===== config.mk =====
export PLATFORM = sky130hd
export DESIGN_NAME = mux_recirc_load_ctrl
export DESIGN_NICKNAME = d
export VERILOG_FILES = /design/src/rtl/cdc_sync_pkg.sv /design/src/rtl/mux_recirc_load_ctrl.sv
export SDC_FILE = /design/constraint.sdc
export NUM_CORES = 1
export LEC_CHECK = 0
export ABC_AREA = 1
export BUFFER_PORTS_ARGS = -buffer_cell sky130_fd_sc_hd__buf_2
export CAP_MARGIN = 20
export CORE_UTILIZATION = 51
export DETAILED_ROUTE_END_ITERATION = 10
export GPL_ROUTABILITY_DRIVEN = 0
export GPL_TIMING_DRIVEN = 1
export PLACE_DENSITY = 0.77
export SLEW_MARGIN = 20
export SYNTH_ARGS = -nofsm -noshare
export SYNTH_HDL_FRONTEND = slang
export SYNTH_SLANG_ARGS = --single-unit

===== constraint.sdc =====
create_clock -name clk -period 2.6 [get_ports clk]
set_input_delay 0.13 -clock clk [delete_from_list [all_inputs] [get_ports clk]]
set_output_delay 0.13 -clock clk [all_outputs]
set_load 0.03 [all_outputs]

===== src/rtl/cdc_sync_pkg.sv =====
// Shared types and helpers for the mux-recirculation synchronizer.
package cdc_sync_pkg;

  typedef enum logic [3:0] {
    IDLE   = 4'b0001,
    SETTLE = 4'b0010,
    LOAD   = 4'b0100,
    ACK    = 4'b1000
  } state_e;

  localparam int unsigned ST_LOAD_BIT = 2;
  localparam int unsigned ST_ACK_BIT  = 3;

  // Settle counter width: clog2(max(settle_cycles,1)) + 1.
  function automatic int unsigned settle_cnt_width(input int unsigned settle_cycles);
    int unsigned m;
    m = (settle_cycles > 0) ? settle_cycles : 1;
    return $clog2(m) + 1;
  endfunction

endpackage


===== src/rtl/mux_recirc_load_ctrl.sv =====
// Destination-side controller for the mux-recirculation synchronizer: drives the
// external mux select, owns the holding register and runs the 4-phase handshake.
module mux_recirc_load_ctrl
  import cdc_sync_pkg::*;
#(
  parameter int unsigned DATA_WIDTH    = 8,
  parameter int unsigned SETTLE_CYCLES = 2,
  parameter int unsigned COUNT_WIDTH   = 16
) (
  input  logic                   clk,
  input  logic                   rst_n,
  input  logic                   req_sync,
  input  logic [DATA_WIDTH-1:0]  mux_z,
  output logic                   mux_sel,
  output logic [DATA_WIDTH-1:0]  hold_q,
  output logic                   ack,
  output logic                   data_valid,
  output logic                   abort_err,
  output logic [COUNT_WIDTH-1:0] xfer_count
);

  localparam int unsigned CNT_W       = settle_cnt_width(SETTLE_CYCLES);
  localparam int unsigned SETTLE_LAST = (SETTLE_CYCLES == 0) ? 0 : SETTLE_CYCLES - 1;

  state_e                 state_q, state_d;
  logic [CNT_W-1:0]       cnt_q, cnt_d;
  logic [DATA_WIDTH-1:0]  hold_d;
  logic                   data_valid_q, data_valid_d;
  logic                   abort_err_q, abort_err_d;
  logic [COUNT_WIDTH-1:0] xfer_count_q, xfer_count_d;

  // Select and ack are the one-hot state flops themselves, so they cannot glitch.
  assign mux_sel    = state_q[ST_LOAD_BIT];
  assign ack        = state_q[ST_ACK_BIT];
  assign data_valid = data_valid_q;
  assign abort_err  = abort_err_q;
  assign xfer_count = xfer_count_q;

  always_comb begin
    state_d      = state_q;
    cnt_d        = cnt_q;
    hold_d       = mux_z;
    data_valid_d = 1'b0;
    abort_err_d  = 1'b0;
    xfer_count_d = xfer_count_q;
    unique case (state_q)
      IDLE: begin
        if (req_sync) begin
          cnt_d = '0;
          if (SETTLE_CYCLES == 0) state_d = LOAD;
          else                    state_d = SETTLE;
        end
      end
      SETTLE: begin
        if (!req_sync) begin
          state_d     = IDLE;
          abort_err_d = 1'b1;
          cnt_d       = '0;
        end else if (cnt_q == CNT_W'(SETTLE_LAST)) begin
          state_d = LOAD;
        end else begin
          cnt_d = cnt_q + CNT_W'(1);
        end
      end
      // The edge leaving LOAD captures the bus; a req drop here is ignored.
      LOAD: begin
        state_d      = ACK;
        data_valid_d = 1'b1;
        xfer_count_d = xfer_count_q + COUNT_WIDTH'(1);
      end
      ACK: begin
        if (!req_sync) state_d = IDLE;
      end
      default: state_d = IDLE;
    endcase
  end

  always_ff @(posedge clk or negedge rst_n) begin
    if (!rst_n) begin
      state_q      <= IDLE;
      cnt_q        <= '0;
      hold_q       <= '0;
      data_valid_q <= 1'b0;
      abort_err_q  <= 1'b0;
      xfer_count_q <= '0;
    end else begin
      state_q      <= state_d;
      cnt_q        <= cnt_d;
      hold_q       <= hold_d;
      data_valid_q <= data_valid_d;
      abort_err_q  <= abort_err_d;
      xfer_count_q <= xfer_count_d;
    end
  end

endmodule


==> results_dict.tcl <==
set metrics [dict create \
    yosys-top-cells-area "dfrtp_1 (52%), nand2_1 (12%), inv_1 (7.3%)" \
    die_x_um 56.1 \
    final_max_slew_viol_count 0 \
    timing.rr.start "state_q[3]" \
    clk_pin_slew_ns 0.09 \
    fin_crit_sh_pct 50.0 \
    cts_buffer_depth 2 \
    seqCellArea_um2 802 \
    setup_viol_count_final 0 \
    critPathKind "flop to flop" \
    cts_sinks 32 \
    drive_above_1_share_pct 27.1 \
    route.detailed.drc 0 \
    fin_worst_skew_ns 0.0103 \
    fill_cells 226 \
    rrSetupSlack_ns 1.30 \
    core_area_um2 2760 \
    syn_area_per_cell_um2 8.78 \
    rr_worst_depth 6 \
    final-hold-violation-count 0 \
    wire_per_inst_um 11.8 \
    via_per_inst 4.96 \
    die_h_um 56.1 \
    first_pass_iters 4 \
    cp.arrival_ns 1.52 \
    fin_crit_ns 1.30 \
    crit_path_end_kind "flop" \
    post-place-ws_ns 1.31 \
    synth.top_cell.area_share_pct 52.0 \
    gr-usage-all-layers_pct 20.9 \
    fin_ws_ns 1.30 \
    grt_pass1_wl_um 5130 \
    max_freq_mhz 769 \
    io_pins 39 \
    synth.distinct_cells 21 \
    synth_edf_count 0 \
    row_count 19 \
    power_density_nw_per_um2 612 \
    htree_levels 2 \
    grt_antenna_before_repair 0 \
    ys_ff_latch 32 \
    ys.flop_type "dfrtp_1" \
    num_vias 1270 \
    diodes 0 \
    cts_resized 0 \
    vdd_ir_drop_max_uv 622 \
    worst_pin_slew_ns 0.686 \
    cts_setup_buffers 0 \
    clock_latency_ns 0.32 \
    holdPathEnd "cnt_q[0]" \
    postRouteAntennaNets 0 \
    multiInputGateArea_um2 574 \
    async_reset_ff_share_pct 100 \
    area_growth_pct 25.3 \
    p_leak_nw 1.07 \
    maxCapViolations 0 \
    numCtsBuffers 5 \
    hp-class "input pin to flop" \
    synth_most_common_cell "nand2_1" \
    cts_hold_buf 9 \
    worstReg2RegEnd "cnt_q[1]" \
    mappedNetlistNets 183 \
    grt_pass1_vias 1289 \
    holdPathStages 3 \
    ys_seq_area_share_pct 53.7 \
    start_util_pct 54.1 \
    start_kind "flop" \
    min_from "req_sync" \
    slew-limit-headroom_pct 54.3 \
    dr.first_iter.drc_count 46 \
    netlist_area_um2 1490 \
    power_mw 1.14 \
    yosysTopAreaCell "dfrtp_1" \
    grt.overflow.total 0 \
    status "complete, no violations" \
    portBuffers 38 \
    cp.required_ns 2.82 \
    cts-root-buf "clkbuf_4" \
    rsz0062_at_grt "no" \
    place_hpwl_um 2210 \
    grt_max_degree 33 \
    crit_fanout 5 \
    cts_tree "built" \
    synth_top_cells_by_count "nand2_1 (46), dfrtp_1 (31), inv_1 (29), nor2_1 (14)" \
    yosys_warnings 0 \
    setup_tns_ns 0 \
    wirelength_um 3020 \
    dieArea_um2 3150 \
    netlist_instances 170 \
    fin_nets 237 \
]
## kinds of logic after synthesis
| logic type | Yosys count | synth area share [%] |
|---|---|---|
| adders and majority gates | 2 | 1.68 |
| AOI/OAI and AO/OA | 4 | 1.34 |
| and+or+nand+nor | 94 | 31.3 |
| buffers and inverters | 31 | 7.80 |
| xor gates and xnor gates | 7 | 4.11 |
| DFF | 32 | 53.7 |
## placed cells by master, fill, tap and decap left out, drive strengths merged
cell type / instances
xnor2: 2
nand2: 49
nor3: 1
dlygate4sd3: 9
xor2: 5
buf: 38
clkbuf: 8
nand3b: 1
ha: 2
dfstp: 1
o21ai: 4
inv: 31
nor2: 21
dfrtp: 31
nand4: 9
nand3: 13
## cell type report
type                            count  share of cell area [%]
Timing Repair Buffer               47                    15.0
Inverter                           31                    6.22
Sequential cell                    32                    42.9
Tap cell                           31                    2.07
Clock buffer                        8                    3.14
Multi-Input combinational cell    107                    30.7
## power by group
group	total [mW]	internal [mW]	leakage (nW)	switching [mW]
registers	0.574	0.545	0.422	0.0282
clock network	0.294	0.133	0.0326	0.160
logic	0.277	0.0899	0.614	0.187
## state kept, by name, summed over array words and instances (netlist names)
register	count
state_q	4
hold_q	8
abort_err	1
cnt_q	2
data_valid	1
xfer_count	16
## layer usage
layer	up-vias	track usage (%)	wire length (um)	part of all wire (%)
met5	-	0	0	0
met4	0	8.01	46	1.5
met3	6	5.12	134	4.4
met2	34	36.6	1470	49
met1	599	24.7	1360	45
li1	631	-	-	-
## worst max path at each step
stage,from,endpoint,cells past startpoint
finish,state_q[3],cnt_q[1],6
CTS,xfer_count[1],xfer_count[6],6
global placement,xfer_count[1],xfer_count[10],6
detailed placement,xfer_count[1],xfer_count[8],6
floorplan,xfer_count[1],xfer_count[10],6
global route,state_q[3],cnt_q[1],7
## worst max-delay path, stage by stage, from the launching register on
cell,delay [ns]
dfrtp_1,0.44
nor2_1,0.27
nand3_2,0.15
nand2_1,0.12
nand3_2,0.09
nand2_1,0.06
nand2_1,0.05
## metrics by stage
stage / util, % / cells / hold WS (ns) / instance area [um2]
final: 67.8 / 256 / 0.139 / 1870
after global routing: 67.8 / 256 / 0.153 / 1870
after CTS: 67.8 / 256 / 0.126 / 1870
after detailed placement: 62.4 / 239 / 0.218 / 1720
after global placement: 62.4 / 239 / 0.207 / 1720
after floorplan: - / 170 / -0.166 / 1490
No activity file was read; power rests on OpenSTA's default activity.
